$ cat config.mk
export PLATFORM = sky130hd
export DESIGN_NAME = mem_port_arbiter
export DESIGN_NICKNAME = d
export VERILOG_FILES = /design/src/rtl/mem_port_arbiter.sv
export SDC_FILE = /design/constraint.sdc
export NUM_CORES = 1
export LEC_CHECK = 0
export CAP_MARGIN = 15
export CORE_ASPECT_RATIO = 1.25
export CORE_MARGIN = 3
export CORE_UTILIZATION = 38
export DETAILED_ROUTE_END_ITERATION = 6
export PLACE_DENSITY_LB_ADDON = 0.15
export SLEW_MARGIN = 20
export SYNTH_ARGS = -nofsm -noshare
export SYNTH_HDL_FRONTEND = slang
export SYNTH_SLANG_ARGS = --single-unit
$ cat constraint.sdc
create_clock -name clk -period 4.9 [get_ports clk]
set_clock_uncertainty 0.2 [all_clocks]
set_input_delay 0.735 -clock clk [delete_from_list [all_inputs] [get_ports clk]]
set_output_delay 0.735 -clock clk [all_outputs]
set_load 0.02 [all_outputs]
$ cat src/rtl/mem_port_arbiter.sv
// mem_port_arbiter: shares one single-port synchronous RAM between IF and LS.
// Optional macro MEM_PORT_ARB_RR_EN selects round-robin instead of LS priority.
`timescale 1ns/1ps

module mem_port_arbiter #(
  parameter int ADDR_W = 8,
  parameter int DATA_W = 8,
  parameter int RD_LAT = 1
) (
  input  logic              clk,
  input  logic              rst,
  input  logic              if_req,
  input  logic [ADDR_W-1:0] if_addr,
  output logic              if_gnt,
  output logic              if_rvalid,
  output logic [DATA_W-1:0] if_rdata,
  input  logic              ls_req,
  input  logic              ls_we,
  input  logic [ADDR_W-1:0] ls_addr,
  input  logic [DATA_W-1:0] ls_wdata,
  output logic              ls_gnt,
  output logic              ls_rvalid,
  output logic [DATA_W-1:0] ls_rdata,
  output logic [ADDR_W-1:0] ram_address,
  output logic [DATA_W-1:0] ram_data,
  output logic              ram_wren,
  input  logic [DATA_W-1:0] ram_q,
  output logic              busy
);

  typedef enum logic [1:0] {
    IDLE   = 2'd0,
    ACCESS = 2'd1,
    WAIT   = 2'd2
  } state_t;

  localparam logic OWN_IF = 1'b0;
  localparam logic OWN_LS = 1'b1;
  localparam logic [1:0] LAT_LAST = RD_LAT[1:0];

  state_t            state;
  state_t            state_d;
  logic [1:0]        lat_cnt;
  logic [1:0]        lat_d;
  logic              owner;
  logic              owner_d;
  logic              pick_ls;

  logic [ADDR_W-1:0] addr_d;
  logic [DATA_W-1:0] data_d;
  logic              wren_d;
  logic              if_gnt_d;
  logic              ls_gnt_d;
  logic              if_rv_d;
  logic              ls_rv_d;
  logic [DATA_W-1:0] if_rdata_d;
  logic [DATA_W-1:0] ls_rdata_d;

`ifdef MEM_PORT_ARB_RR_EN
  logic last_owner;

  // Remember who was granted last so contention alternates.
  always_ff @(posedge clk or posedge rst) begin
    if (rst) begin
      last_owner <= OWN_LS;
    end else if (if_gnt_d | ls_gnt_d) begin
      last_owner <= owner_d;
    end
  end

  // LS wins alone, or on contention when IF was granted last.
  assign pick_ls = ls_req & (~if_req | (last_owner == OWN_IF));
`else
  // LS always beats IF.
  assign pick_ls = ls_req;
`endif

  // State register.
  always_ff @(posedge clk or posedge rst) begin
    if (rst) begin
      state   <= IDLE;
      lat_cnt <= 2'd0;
      owner   <= OWN_IF;
    end else begin
      state   <= state_d;
      lat_cnt <= lat_d;
      owner   <= owner_d;
    end
  end

  // Next-state and next-output logic; every output is registered below.
  always_comb begin
    state_d    = state;
    lat_d      = lat_cnt;
    owner_d    = owner;
    addr_d     = ram_address;
    data_d     = ram_data;
    wren_d     = 1'b0;
    if_gnt_d   = 1'b0;
    ls_gnt_d   = 1'b0;
    if_rv_d    = 1'b0;
    ls_rv_d    = 1'b0;
    if_rdata_d = if_rdata;
    ls_rdata_d = ls_rdata;
    unique case (state)
      IDLE: begin
        if (if_req | ls_req) begin
          owner_d  = pick_ls;
          state_d  = ACCESS;
          ls_gnt_d = pick_ls;
          if_gnt_d = ~pick_ls;
          if (pick_ls) begin
            addr_d = ls_addr;
            data_d = ls_wdata;
            wren_d = ls_we;
          end else begin
            addr_d = if_addr;
          end
        end
      end
      ACCESS: begin
        if (ram_wren) begin
          state_d = IDLE;
        end else begin
          state_d = WAIT;
          lat_d   = 2'd1;
        end
      end
      WAIT: begin
        if (lat_cnt == LAT_LAST) begin
          state_d = IDLE;
          lat_d   = 2'd0;
          if (owner == OWN_LS) begin
            ls_rv_d    = 1'b1;
            ls_rdata_d = ram_q;
          end else begin
            if_rv_d    = 1'b1;
            if_rdata_d = ram_q;
          end
        end else begin
          lat_d = lat_cnt + 2'd1;
        end
      end
      default: begin
        state_d = IDLE;
        lat_d   = 2'd0;
      end
    endcase
  end

  // Output registers.
  always_ff @(posedge clk or posedge rst) begin
    if (rst) begin
      ram_address <= '0;
      ram_data    <= '0;
      ram_wren    <= 1'b0;
      if_gnt      <= 1'b0;
      ls_gnt      <= 1'b0;
      if_rvalid   <= 1'b0;
      ls_rvalid   <= 1'b0;
      if_rdata    <= '0;
      ls_rdata    <= '0;
      busy        <= 1'b0;
    end else begin
      ram_address <= addr_d;
      ram_data    <= data_d;
      ram_wren    <= wren_d;
      if_gnt      <= if_gnt_d;
      ls_gnt      <= ls_gnt_d;
      if_rvalid   <= if_rv_d;
      ls_rvalid   <= ls_rv_d;
      if_rdata    <= if_rdata_d;
      ls_rdata    <= ls_rdata_d;
      busy        <= (state_d != IDLE);
    end
  end

  // Grants and read returns are mutually exclusive.
  a_one_gnt: assert property (
    @(posedge clk) disable iff (rst) !(if_gnt && ls_gnt));
  a_one_rv: assert property (
    @(posedge clk) disable iff (rst) !(if_rvalid && ls_rvalid));

endmodule

==> results.cfg, run 1 <==
[cts]
cts_resized = 0
cts_tree = built
cts_buffer_depth = 2
holdBufCountCts = 0
clock-sinks = 43
clkTransAtPathRegs_ns = 0.07
cts_buffers = 5
htree_levels = 2
clock_latency_ns = 0.28
postCtsSetupRepairBufs = 0
clock-root-buffer = clkbuf_8

[logic_synthesis]
ys_seq_area_share_pct = 60.44
synth_cell_type_count = 26
syn_nets = 173
syn_avg_cell_area_um2 = 13.49
post-synth-top-count-cell = dfrtp_1
synth_warnings = 0
syn_area_um2 = 1780
async_reset_ff_share_pct = 100.0
synth_top_area_share_pct = 60.44
synth_edf_count = 0
synth_common_cells = dfrtp_1 (43), mux2_2 (24), nand2_1 (11)
ys_seq_elements = 43
synth_largest_area_cell = dfrtp_1
synthFlopType = dfrtp_1
yosys-top-cells-area = dfrtp_1 (60%), mux2_2 (15%), mux2i_1 (4.5%)
synthesis.instances = 132

[cells_and_area]
seqCellArea_um2 = 1076
antenna-diode-count = 0
final_cells = 269
n_fill_cell = 405
final_nets = 251
drive_above_1_share_pct = 18.48
multi_input_area_um2 = 650.6
syn2layout_area_growth_pct = 50.95

[global_route]
antenna_found_initial = 0
grt_overflow = 0
grt_pass1_vias = 1304
track_usage_pct = 14.33
grt_pass1_wl_um = 5844
grt_start_max_net_pins = 44

[hold_path]
hold_class = flop to flop
whs_path_depth = 2
min_to = ram_address[4]
hp-start = ram_address[4]

[setup_path]
r2r_slack_ns = 2.70
r2r-start = state[0]
r2r_cells = 4
crit_fanout = 18
regToRegEndpoint = if_rdata[3]
cp.required_ns = 4.83
cp.arrival_ns = 2.29
worstSetupStartpointType = input port
path_class = input port to flop
cp-end-kind = flop

[sta]
slew_violations = 0
fmax_mhz = 422.9
relSlewSlack_pct = 51.23
final_hold_viol_count = 0
setup_viol = 0
worst_pin_slew_ns = 0.7284
min_period_ns = 2.365
grt_setup_unrepaired = false
setup_tns_ns = 0
period_share_pct = 48.26

[power]
p_leak_nw = 1.188
max-vdd-ir-drop_uv = 256.7
cellPowerDensity_nw_per_um2 = 598.2
total_power_mw = 1.608

[route]
viasPerCell = 4.777
wire_per_inst_um = 13.38
routed_wl_um = 3600
dr.pass1.iters = 3
antenna_left = 0
drc = 0
vias = 1285
drt-initial-drc-count = 33

[placed_design]
detailed_place_hpwl_um = 2815
port-buffer-count = 74
gp_congestion = 0.7220
dp.cells = 261

[die]
die-area_um2 = 5548
core_area_um2 = 4459
die_w_um = 67.23
start_util_pct = 39.93
die_h_um = 82.53
rows = 27
top_level_ports = 75

[run]
maxCapViolations = 0

[run_status]
outcome = finished clean
critical path, cell delays in order:
cell	delay (ns)
clkdlybuf4s50_1	0.73
o21ai_2	0.64
a311oi_1	0.19
sequential cells by signal, indices dropped and copies added, names as in the netlist:
register,cells
ls_gnt,1
if_rdata,8
state,2
if_gnt,1
owner,1
lat_cnt,2
busy,1
ls_rdata,8
ram_address,8
ram_wren,1
ram_data,8
ls_rvalid,1
if_rvalid,1
cell type report:
type                    instances  share of cell area (%)
well taps                      58                   2.700
flip-flops and latches         43                   40.04
clock buffers                   6                   3.073
repair buffers                 75                   27.84
inverters                       6                  0.8380
clock inverters                 2                   1.304
multi-input cells              79                   24.21
per-stage QoR:
| stage | hold slack [ns] | worst slack [ns] | cell area [µm²] | util, % |
|---|---|---|---|---|
| 5_1_grt | 0.3241 | 2.305 | 2688 | 60.27 |
| 4_1_cts | 0.2961 | 2.521 | 2688 | 60.27 |
| 2_1_floorplan | 0.3024 | 2.962 | 1780 | - |
| 6_report | 0.2968 | 2.535 | 2688 | 60.27 |
| 3_3_place_gp | 0.2722 | 2.286 | 2570 | 57.63 |
| 3_5_place_dp | 0.2789 | 2.187 | 2570 | 57.63 |
where the power goes:
group | internal, mW | leakage (nW) | switching (mW)
logic | 0.382 | 0.593 | 0.365
clock network | 0.165 | 0.0612 | 0.111
registers | 0.502 | 0.534 | 0.0829
total | 1.05 | 1.19 | 0.559
per-layer routing:
metal / part of all wire [%] / global-route usage [%]
met1: 38 / 16.33
met2: 50 / 24.19
met3: 9.7 / 5.007
met4: 1.7 / 6.085
met5: 0 / 0
how the worst max path moves through the flow:
stage | from | end | slack (ns) | depth (start not counted)
global placement | ls_req | ram_address[4] | 2.29 | 3
CTS | ls_req | busy | 2.52 | 3
finish | ls_req | busy | 2.54 | 3
global route | ls_req | ram_address[7] | 2.31 | 3
floorplan | rst | busy | 2.96 | 1
detailed placement | ls_req | ram_address[7] | 2.19 | 3
placed cells by master, fill, tap and decap left out, types with 2 or more instances in the layout:
| cell | n |
|---|---|
| a211oi_1 | 2 |
| a21oi_1 | 3 |
| clkbuf_8 | 6 |
| clkdlybuf4s50_1 | 74 |
| dfrtp_1 | 43 |
| ha_1 | 4 |
| inv_1 | 6 |
| mux2_2 | 24 |
| mux2i_1 | 8 |
| nand2_1 | 11 |
| nand3_1 | 2 |
| nor2_1 | 2 |
| nor2b_1 | 2 |
| o21ai_0 | 10 |
cell families after synthesis:
family,Yosys count,share of synthesized area (%)
AOI/OAI and AO/OA,18,5.903
adders and majority gates,4,2.811
buffers and inverters,10,3.021
DFF,43,60.44
muxes,32,19.68
and+or+nand+nor,25,8.152
(Power assumes the default switching activity.)
==> inputs of run 2 (changes only) <==
clock period = 2 ns   (was 4.9 ns; I/O delays follow)
==> results.cfg, run 2 (synthesis results as in run 1) <==
[run_status]
outcome = finished clean

[route]
vias = 1312
routed_wl_um = 3797
wire_per_inst_um = 13.86
dr.pass1.iters = 3
antenna_left = 0
wl_met3_um = 333
drc = 0
viasPerCell = 4.788
maxUsedRoutingLayer = met4
met2WireLength_um = 1929
wl_met1_um = 1469
drt-initial-drc-count = 22

[global_route]
grt_pass1_vias = 1384
grt_pass1_wl_um = 6182
antenna_found_initial = 0
track_usage_pct = 15.19
grt_overflow = 0
grt_start_max_net_pins = 32

[cts]
htree_levels = 2
clock-sinks = 43
cts_tree = built
clkTransAtPathRegs_ns = 0.07
cts_buffer_depth = 2
clock_latency_ns = 0.29
postCtsSetupRepairBufs = 0
clock-root-buffer = clkbuf_8
cts_buffers = 5

[cells_and_area]
final_cell_mix = clkdlybuf4s50_1 (74), dfrtp_1 (43), mux2_2 (24)
syn2layout_area_growth_pct = 52.21
n_fill_cell = 375
layout_commonest_cell = clkdlybuf4s50_1
seqCellArea_um2 = 1076
drive_above_1_share_pct = 20.37
antenna-diode-count = 0
multi_input_area_um2 = 653.1
final_nets = 256

[die]
die-area_um2 = 5548
rows = 27
top_level_ports = 75
core_area_um2 = 4459
die_h_um = 82.53
die_w_um = 67.23
start_util_pct = 39.93

[power]
max-vdd-ir-drop_uv = 650.8
total_power_mw = 3.873
cellPowerDensity_nw_per_um2 = 1429
p_leak_nw = 1.202

[sta]
relSlewSlack_pct = 75.22
min_period_ns = 1.846
setup_viol = 0
slew_violations = 0
grt_setup_unrepaired = false
worst_pin_slew_ns = 0.3716
fmax_mhz = 541.7
period_share_pct = 92.31
final_hold_viol_count = 0
setup_tns_ns = 0

[placed_design]
detailed_place_hpwl_um = 3041
gp_congestion = 0.7528
port-buffer-count = 74

[setup_path]
worstSetupStartpointType = flop
crit_chain = inv_1 -> ha_2 -> nor3b_2 -> buf_4 -> mux2_2
cp.arrival_ns = 1.82
crit_fanout = 9
cp.required_ns = 1.97
cpMaxStageDelayCell = dfrtp_1
max_stage_delay_ns = 0.43
path_delay_family = flip-flops
path_class = flop to flop
cp-end-kind = flop
crit_buf_inv = 2

[hold_path]
hold_class = input port to asynchronous set/reset pin

[run]
maxCapViolations = 0
-- run 2: tightest hold or removal path, delay by kind of cell --
kind	cells	cell delay, ns
buffers and inverters	3	0.66
-- run 2: report_power, final --
part / internal, mW / total, mW / leakage, nW / switching [mW]
Clock: 0.315 / 0.577 / 0.0515 / 0.262
Sequential: 1.23 / 1.44 / 0.534 / 0.209
Combinational: 0.955 / 1.86 / 0.616 / 0.901
Total: 2.50 / 3.87 / 1.20 / 1.37
-- run 2: path summary, 6_finish.rpt --
check | startpoint | endpoint | slack, ns | depth (start not counted)
worst min register to register | ram_address[7] | ram_address[7] | 0.30 | 2
min in group clk | ram_address[7] | ram_address[7] | 0.30 | 2
max in group asynchronous | rst | if_rdata[5] | 1.12 | 3
worst min-delay path | rst | ram_address[4] | 0.12 | 3
worst max-delay path | state[0] | if_rdata[3] | 0.15 | 5
worst max register to register | state[0] | if_rdata[3] | 0.15 | 5
-- run 2: per-layer routing --
| layer | GRT usage, % | vias to the layer above |
|---|---|---|
| met3 | 6.089 | 6 |
| met2 | 25.27 | 59 |
| met5 | 0 | - |
| met4 | 6.694 | 0 |
| met1 | 17.01 | 620 |
| li1 | - | 627 |
-- run 2: layout make-up --
type / instances / area share [%]
Clock buffer: 8 / 3.693
Sequential cell: 43 / 39.70
Inverter: 6 / 0.8310
Multi-Input combinational cell: 79 / 24.10
Timing Repair Buffer: 80 / 28.99
Tap cell: 58 / 2.678
-- run 2: metrics by stage --
stage                     hold slack [ns]  instances  area, µm²  setup WS, ns  util [%]
after floorplan                    0.2313        132       1780        0.2810         -
after global placement             0.2735        266       2608        0.1436     58.47
after detailed placement           0.2831        266       2608       0.06897     58.47
after CTS                          0.1163        274       2708       0.05290     60.72
after global routing               0.1360        274       2710       0.01629     60.77
final                              0.1207        274       2710        0.1539     60.77
-- run 2: what timing repair did --
action | 4_1_cts | 5_1_grt
resized for setup | 0 | 1
hold buffers | 0 | 0
setup endpoints to repair | 0 | 16
hold endpoints to repair | 0 | 0
==> inputs of run 3 (changes only) <==
CORE_MARGIN = 5   (was 3)
MAX_ROUTING_LAYER = met4   (was unset)
SLEW_MARGIN = 10   (was 20)
==> results.cfg, run 3 (synthesis results as in run 1) <==
[run_status]
outcome = finished clean

[setup_path]
worstSetupStartpointType = flop
crit_fanout = 9
cp.required_ns = 1.97
cp-end-kind = flop
path_class = flop to flop
cp.arrival_ns = 1.83

[cells_and_area]
multi_input_area_um2 = 664.4
fin_util_pct = 61.31
final_cell_mix = clkdlybuf4s50_1 (74), dfrtp_1 (43), mux2_2 (24)
layout_commonest_cell = clkdlybuf4s50_1
final_cells = 273
fin_area_um2 = 2734
drive_above_1_share_pct = 20.93
syn2layout_area_growth_pct = 53.55
n_fill_cell = 389
seqCellArea_um2 = 1076
final_nets = 256
antenna-diode-count = 0

[power]
max-vdd-ir-drop_uv = 612.4
cellPowerDensity_nw_per_um2 = 1409
p_leak_nw = 1.208

[sta]
relSlewSlack_pct = 58.05
period_share_pct = 92.76
slew_violations = 0
final_hold_viol_count = 0
setup_tns_ns = 0
worst_pin_slew_ns = 0.6254
min_period_ns = 1.855
setup_viol = 0
grt_setup_unrepaired = false
fmax_mhz = 539.0

[placed_design]
port-buffer-count = 74
detailed_place_hpwl_um = 3085
placed_area_um2 = 2633
gp_congestion = 0.7907
dp.cells = 266

[die]
die_h_um = 86.53
start_util_pct = 39.93
die_w_um = 71.23
core_area_um2 = 4459
rows = 27
die-area_um2 = 6163
top_level_ports = 75

[cts]
clock-root-buffer = clkbuf_8
clock-sinks = 43
htree_levels = 2
postCtsSetupRepairBufs = 0
clkTransAtPathRegs_ns = 0.07
cts_buffers = 5
cts_tree = built
clock_latency_ns = 0.28
cts_buffer_depth = 2

[route]
antenna_left = 0
routed_wl_um = 3824
dr.pass1.iters = 4
drt-initial-drc-count = 35
drc = 0
wire_per_inst_um = 14.01
viasPerCell = 4.769
vias = 1302

[global_route]
grt_overflow = 0
grt_start_max_net_pins = 17
grt_pass1_wl_um = 6610
grt_pass1_vias = 1431
antenna_found_initial = 0
track_usage_pct = 14.02

[hold_path]
hold_class = input port to asynchronous set/reset pin

[run]
maxCapViolations = 0
-- run 3: through the flow --
stage / power (mW) / hold WS, ns / setup slack [ns]
after floorplan: 2.436 / 0.2313 / 0.2810
after global placement: 3.295 / 0.2750 / 0.1442
after detailed placement: 3.342 / 0.2755 / 0.1150
after CTS: 3.885 / 0.1418 / 0.1064
after global routing: 4.109 / 0.1749 / 0.04226
final: 3.851 / 0.1310 / 0.1448
-- run 3: where the power goes --
part | total, mW | switching, mW | internal, mW
Combinational | 1.88 | 0.908 | 0.969
Clock | 0.529 | 0.259 | 0.271
Sequential | 1.44 | 0.214 | 1.23
-- run 3: final cells by class --
| cell class | count | share of cell area (%) |
|---|---|---|
| sequential | 43 | 39.36 |
| timing repair buffer | 80 | 29.66 |
| multi-input combinational | 79 | 24.30 |
| clock buffer | 6 | 3.021 |
| inverter | 6 | 0.8238 |
| clock inverter | 1 | 0.1831 |
| tap | 58 | 2.654 |
-- run 3: critical path, stage by stage, from the launching register on --
cell and delay, ns:
dfrtp_1 0.42, inv_1 0.13, ha_2 0.27, nor3b_2 0.18, buf_4 0.20, mux2_2 0.34
-- run 3: worst paths after layout --
path	slack, ns	cells after the start	endpoint	startpoint
setup / recovery	0.14	5	if_rdata[6]	state[0]
hold / removal	0.13	2	if_rdata[2]	rst
setup reg to reg	0.14	5	if_rdata[6]	state[0]
hold reg to reg	0.29	2	ram_address[2]	ram_address[2]
max in group asynchronous	1.04	3	ram_address[4]	rst
min in group clk	0.29	2	ram_address[2]	ram_address[2]
-- run 3: what timing repair did --
item,4_1_cts,5_1_grt
hold buffers,0,0
resized for setup,0,3
endpoints found under the setup margin,0,10
-- run 3: layer usage --
metal / up-vias / part of all wire (%) / track usage (%)
met2: 60 / 49 / 22.07
met4: 0 / 0.97 / 5.128
li1: 623 / - / -
met1: 614 / 40 / 16.15
met3: 5 / 9.6 / 5.568
met5: - / 0 / -
